$ cat config.mk
export PLATFORM = sky130hd
export DESIGN_NAME = tdm_demux4
export DESIGN_NICKNAME = d
export VERILOG_FILES = /design/src/rtl/tdm_pkg.sv /design/src/rtl/tdm_slot_ctr.sv /design/src/rtl/tdm_demux4.sv
export SDC_FILE = /design/constraint.sdc
export NUM_CORES = 1
export LEC_CHECK = 0
export CAP_MARGIN = 20
export CORE_AREA = 2 2 39 41
export CTS_CLUSTER_DIAMETER = 60
export DETAILED_ROUTE_END_ITERATION = 7
export DIE_AREA = 0 0 41 43
export DONT_BUFFER_PORTS = 1
export PLACE_DENSITY = 0.74
export SETUP_SLACK_MARGIN = 0.5
export SLEW_MARGIN = 0
export SYNTH_ARGS = -nofsm -noshare
export SYNTH_HDL_FRONTEND = slang
export SYNTH_SLANG_ARGS = --single-unit
$ cat constraint.sdc
create_clock -name clk -period 2.7 [get_ports clk]
set_input_delay 0.27 -clock clk [delete_from_list [all_inputs] [get_ports clk]]
set_output_delay 0.27 -clock clk [all_outputs]
set_load 0.03 [all_outputs]
$ cat src/rtl/tdm_pkg.sv
// Shared definitions for the 4:1 TDM link (receive demux and transmit mux).
package tdm_pkg;

   localparam int TDM_SLOTS = 4;

   typedef logic [1:0] tdm_slot_t;

   typedef enum logic [1:0] {
      TDM_HUNT   = 2'd0,
      TDM_LOCKED = 2'd1
   } tdm_state_e;

endpackage

$ cat src/rtl/tdm_slot_ctr.sv
// Slot alignment for the TDM receiver: slot counter, sync-miss counter and
// HUNT/LOCKED FSM, producing the capture and publish strobes for the datapath.
module tdm_slot_ctr
   import tdm_pkg::*;
#(
   parameter int MISS_MAX = 2
) (
   input  logic      clk,
   input  logic      rst_n,
   input  logic      en,
   input  logic      sync,
   output tdm_slot_t slot,
   output logic      locked,
   output logic      realign,
   output logic      store,
   output logic      publish,
   output logic      sync_err
);

   localparam logic [2:0] MISS_LIM = 3'(MISS_MAX);

   tdm_state_e state, state_d;
   tdm_slot_t  slot_d;
   logic [2:0] miss, miss_d, miss_inc;
   logic       sync_err_d;

   assign locked   = (state == TDM_LOCKED);
   assign miss_inc = miss + 3'd1;

   // NOTE: sequential state uses non-blocking assignments only, so every
   // register samples the values from before this edge.
   always_ff @(posedge clk or negedge rst_n) begin
      if (!rst_n) begin
         state    <= TDM_HUNT;
         slot     <= '0;
         miss     <= '0;
         sync_err <= 1'b0;
      end else begin
         state    <= state_d;
         slot     <= slot_d;
         miss     <= miss_d;
         sync_err <= sync_err_d;
      end
   end

   // NOTE: every output of this block gets a default first; a missed branch
   // would otherwise infer a latch.
   always_comb begin
      state_d    = state;
      slot_d     = slot;
      miss_d     = miss;
      sync_err_d = 1'b0;
      realign    = 1'b0;
      store      = 1'b0;
      publish    = 1'b0;

      if (en) begin
         unique case (state)
            TDM_HUNT: begin
               if (sync) begin
                  realign = 1'b1;
                  slot_d  = 2'd1;
                  miss_d  = '0;
                  state_d = TDM_LOCKED;
               end
            end
            TDM_LOCKED: begin
               if (sync && slot != 2'd0) begin
                  // Misplaced sync wins over a pending publish: the partial frame is dropped.
                  sync_err_d = 1'b1;
                  realign    = 1'b1;
                  slot_d     = 2'd1;
                  miss_d     = '0;
               end else begin
                  unique case (slot)
                     2'd0: begin
                        if (sync) begin
                           realign = 1'b1;
                           slot_d  = 2'd1;
                           miss_d  = '0;
                        end else if (miss_inc >= MISS_LIM) begin
                           state_d    = TDM_HUNT;
                           slot_d     = 2'd0;
                           miss_d     = '0;
                           sync_err_d = 1'b1;
                        end else begin
                           realign = 1'b1;
                           slot_d  = 2'd1;
                           miss_d  = miss_inc;
                        end
                     end
                     2'd1, 2'd2: begin
                        store  = 1'b1;
                        slot_d = slot + 2'd1;
                     end
                     default: begin
                        publish = 1'b1;
                        slot_d  = 2'd0;
                     end
                  endcase
               end
            end
            default: state_d = TDM_HUNT;
         endcase
      end
   end

endmodule

$ cat src/rtl/tdm_demux4.sv
// Four-channel TDM receiver: captures slots 0..2 into a shadow buffer and
// publishes all four channels together when slot 3 arrives.
module tdm_demux4
   import tdm_pkg::*;
#(
   parameter int W        = 1,
   parameter int MISS_MAX = 2
) (
   input  logic         clk,
   input  logic         rst_n,
   input  logic         en,
   input  logic         sync,
   input  logic [W-1:0] din,
   output logic [W-1:0] y0,
   output logic [W-1:0] y1,
   output logic [W-1:0] y2,
   output logic [W-1:0] y3,
   output logic         frame_vld,
   output logic [1:0]   slot,
   output logic         locked,
   output logic         sync_err
);

   // Slot 3 bypasses straight to y3, so only three shadow entries are kept.
   logic [W-1:0] shadow [TDM_SLOTS-1];
   logic         realign, store, publish;

   tdm_slot_ctr #(
      .MISS_MAX(MISS_MAX)
   ) u_slot_ctr (
      .clk     (clk),
      .rst_n   (rst_n),
      .en      (en),
      .sync    (sync),
      .slot    (slot),
      .locked  (locked),
      .realign (realign),
      .store   (store),
      .publish (publish),
      .sync_err(sync_err)
   );

   // NOTE: the shadow buffer is a handful of flops, not a RAM, so it is reset
   // along with everything else to give a defined first frame.
   always_ff @(posedge clk or negedge rst_n) begin
      if (!rst_n) begin
         for (int i = 0; i < TDM_SLOTS - 1; i++) shadow[i] <= '0;
         y0        <= '0;
         y1        <= '0;
         y2        <= '0;
         y3        <= '0;
         frame_vld <= 1'b0;
      end else begin
         frame_vld <= publish;
         if (realign) shadow[0] <= din;
         if (store) begin
            if (slot == 2'd1) shadow[1] <= din;
            else              shadow[2] <= din;
         end
         if (publish) begin
            y0 <= shadow[0];
            y1 <= shadow[1];
            y2 <= shadow[2];
            y3 <= din;
         end
      end
   end

endmodule
==> run_results.csv <==
group,metric,value,unit
run_status,status,"finished, final reports clean",
routing,avgRoutedWirePerCell,13.11,µm
global_routing,grt_pass1_wl,2001,µm
timing,tightest_slew,0.6351,ns
critical_path,crit_chain,"inv_1 > ha_1 > and2_1 > o21ai_1 > o21bai_1 > mux2_1",
global_routing,grt_start_max_net_pins,16,
timing,fin_skew,0.004834,ns
synth,syn-num-nets,71,
die,die_h,43,µm
synth,synth.top_cell.area_share,51.99,%
critical_path,slowest_stage,"dfrtp_1",
routing,vias_per_cell,5.378,
critical_path,cp.required,2.87,ns
routing,drt_iter0_markers,4,
timing,tns,0,ns
die,ioPinCount,14,
timing,finalHoldViolCount,0,
clock_tree,cts_resized,0,
die,start_util,52.17,%
placement,port_buffers,0,
synth,netlist_top_cells_area,"dfrtp_1 (52%), ha_1 (8.7%), mux2_2 (6.2%)",
clock_tree,numCtsBuffers,3,
synth,avgSynthCellArea,11.84,µm²
critical_path,path_class,"reg2reg",
timing,max_freq,528.6,MHz
global_routing,grt_overflow,0,
critical_path,crit_buf_inv,1,
synth,yosys_warnings,0,
clock_tree,clkLatencyLatePin,0.28,ns
critical_path,critPathMaxStageDelay,0.56,ns
clock_tree,clkSlewWorstSetupHoldPaths,0.08,ns
routing,num_vias,441,
timing,slew_headroom,57.52,%
final_layout,layout.nets,77,
global_routing,use_met1,22.57,%
synth,netlist_area,721.9,µm²
timing,slew_violations,0,
critical_path,r2r_setup_slack,0.81,ns
synth,synth_area_leader_cell,"dfrtp_1",
clock_tree,cts_tree,"yes",
die,rows,14,
global_routing,grtUsageMet2,24.69,%
global_routing,antenna_found_initial,0,
timing,final-setup-viol-count,0,
critical_path,critPathTopFamily,"flip-flops",
synth,ys_ff_latch,15,
placement,globalplace.congestion,0.7653,
clock_tree,cts_hold_buf,1,
critical_path,crit_fanout,5,
placement,dp_hpwl,798.1,µm
global_routing,grt.met3_usage,3.665,%
timing,rsz0062_at_grt,"false",
global_routing,grt_use_total,17.68,%
synth,ys_seq_area_share,51.99,%
routing,firstDrtPassIters,3,
synth,synth_cell_types,26,
routing,remaining_drc_errors,0,
clock_tree,cts-root-buf,"clkbuf_4",
power_and_ir_drop,p_total,0.8544,mW
die,coreArea,0.001384,mm²
final_layout,drive_gt1_share,16.67,%
power_and_ir_drop,powerDensity,1098,mW/mm²
timing,period_share,70.07,%
clock_tree,postCtsSetupBuffers,0,
critical_path,critPathLaunchType,"register",
power_and_ir_drop,irDropWorstVdd,0.5696,mV
die,fp.dieW,41,µm
hold_path,hold_path_class,"in2reg",
final_layout,fillers,114,
routing,ant_nets,0,
critical_path,worstPathArrival,2.06,ns
clock_tree,cts_max_level,1,
timing,fin_hold_ws,0.07838,ns
routing,routed_wl,1075,µm
critical_path,critPathCaptureType,"register",
global_routing,grt_pass1_vias,478,
final_layout,flow.area_growth_from_synthesis,7.799,%
clock_tree,max-clock-path-buffers,2,
run,cap_violations,0,
final_layout,num_antenna_cells,0,
die,die-area,0.001763,mm²
global_routing,grt_busiest_layer,"met2",
clock_tree,clkSinkCount,15,
power_and_ir_drop,p_leak,0.3718,nW
timing,period_needed,1.892,ns
synth,syn_inst,61,
-- where the power goes --
part           total [mW]  internal, mW  switching [mW]
clock               0.124        0.0574          0.0670
sequential          0.482         0.308           0.174
combinational       0.248         0.129           0.120
total               0.854         0.494           0.360
-- state kept, by name (all words and copies together) (netlist names) --
signal               count
shadow                   3
y0                       1
u_slot_ctr.miss          3
u_slot_ctr.state         1
y3                       1
y2                       1
y1                       1
frame_vld                1
u_slot_ctr.sync_err      1
u_slot_ctr.slot          2
-- path summary, 6_finish.rpt --
kind,start,endpoint,cells past startpoint
max in group asynchronous,rst_n,shadow[2],1
min reg2reg,shadow[1],shadow[1],1
min in group asynchronous,rst_n,u_slot_ctr.slot[1],1
max reg2reg,u_slot_ctr.slot[1],shadow[2],6
max,u_slot_ctr.slot[1],shadow[2],6
min,sync,u_slot_ctr.miss[0],1
-- worst reg2reg max path, delay by kind of cell, from the launching register on --
family / cells / cell delay [ns]
AOI/OAI and AO/OA: 2 / 0.32
adders and majority gates: 1 / 0.25
buffers and inverters: 1 / 0.15
DFF: 1 / 0.56
muxes: 1 / 0.33
and+or+nand+nor: 1 / 0.17
-- layout by cell type, fill, tap and decap left out --
| cell | n |
|---|---|
| o22ai_1 | 1 |
| nand3b_1 | 1 |
| o21bai_1 | 1 |
| a2bb2oi_1 | 1 |
| clkbuf_4 | 3 |
| dfrtp_1 | 15 |
| dlygate4sd3_1 | 1 |
| nor2_1 | 1 |
| mux2_2 | 4 |
| nor2b_4 | 1 |
| o211ai_1 | 1 |
| nand2b_1 | 1 |
| nand2_2 | 2 |
| mux2_1 | 3 |
| nor3b_2 | 1 |
| xor2_1 | 1 |
| o21a_1 | 1 |
| and3_1 | 1 |
| inv_1 | 5 |
| a21oi_1 | 1 |
| o21ai_1 | 1 |
| ha_1 | 5 |
| or3b_1 | 1 |
| a31oi_1 | 1 |
| nand3_1 | 1 |
| clkbuf_1 | 1 |
| and2_1 | 3 |
| nand2_1 | 5 |
| o21ai_0 | 2 |
-- cell usage after synthesis --
| cell | number |
|---|---|
| a31oi_1 | 1 |
| mux2_1 | 3 |
| inv_1 | 5 |
| ha_1 | 5 |
| and2_1 | 3 |
| or3b_1 | 1 |
| nand2b_1 | 1 |
| nand3_1 | 1 |
| nand2_2 | 2 |
| a2bb2oi_1 | 1 |
| nand2_1 | 5 |
| xor2_1 | 1 |
| nor2_1 | 1 |
| o211ai_1 | 1 |
| o21a_1 | 1 |
| o21bai_1 | 1 |
| o21ai_0 | 2 |
| o21ai_1 | 1 |
| mux2_2 | 4 |
| nor2b_4 | 1 |
| dfrtp_1 | 15 |
| o22ai_1 | 1 |
| nor3b_2 | 1 |
| a21oi_1 | 1 |
| and3_1 | 1 |
| nand3b_1 | 1 |
-- final cells by class --
class / count / area, µm² / area share (%)
sequential: 15 / 375.4 / 48.23
multi-input combinational: 41 / 327.8 / 42.12
clock buffer: 4 / 26.28 / 3.376
tap: 16 / 20.02 / 2.572
inverter: 5 / 18.77 / 2.412
timing repair buffer: 1 / 10.01 / 1.286
-- cells by family after synthesis --
group | synth area share (%)
DFF | 51.99
muxes | 10.92
adders and majority gates | 8.666
xor gates and xnor gates | 1.213
AOI/OAI and AO/OA | 8.840
buffers and inverters | 2.600
and+or+nand+nor | 15.77
-- layer usage --
metal / vias to the layer above / wire length, µm
met3: 4 / 60
met5: - / 0
met2: 11 / 502
met1: 208 / 473
li1: 218 / -
met4: 0 / 38
-- metrics by stage --
step           setup WS, ns  cell area [µm²]  instances  utilization [%]
3_3_place_gp         0.8531            742.0         77            53.62
6_report             0.8080            778.2         82            56.24
3_5_place_dp         0.8372            742.0         77            53.62
5_1_grt              0.6505            778.2         82            56.24
2_1_floorplan        0.9462            721.9         61                -
4_1_cts              0.7999            778.2         82            56.24
No activity file was read; power rests on OpenSTA's default activity.
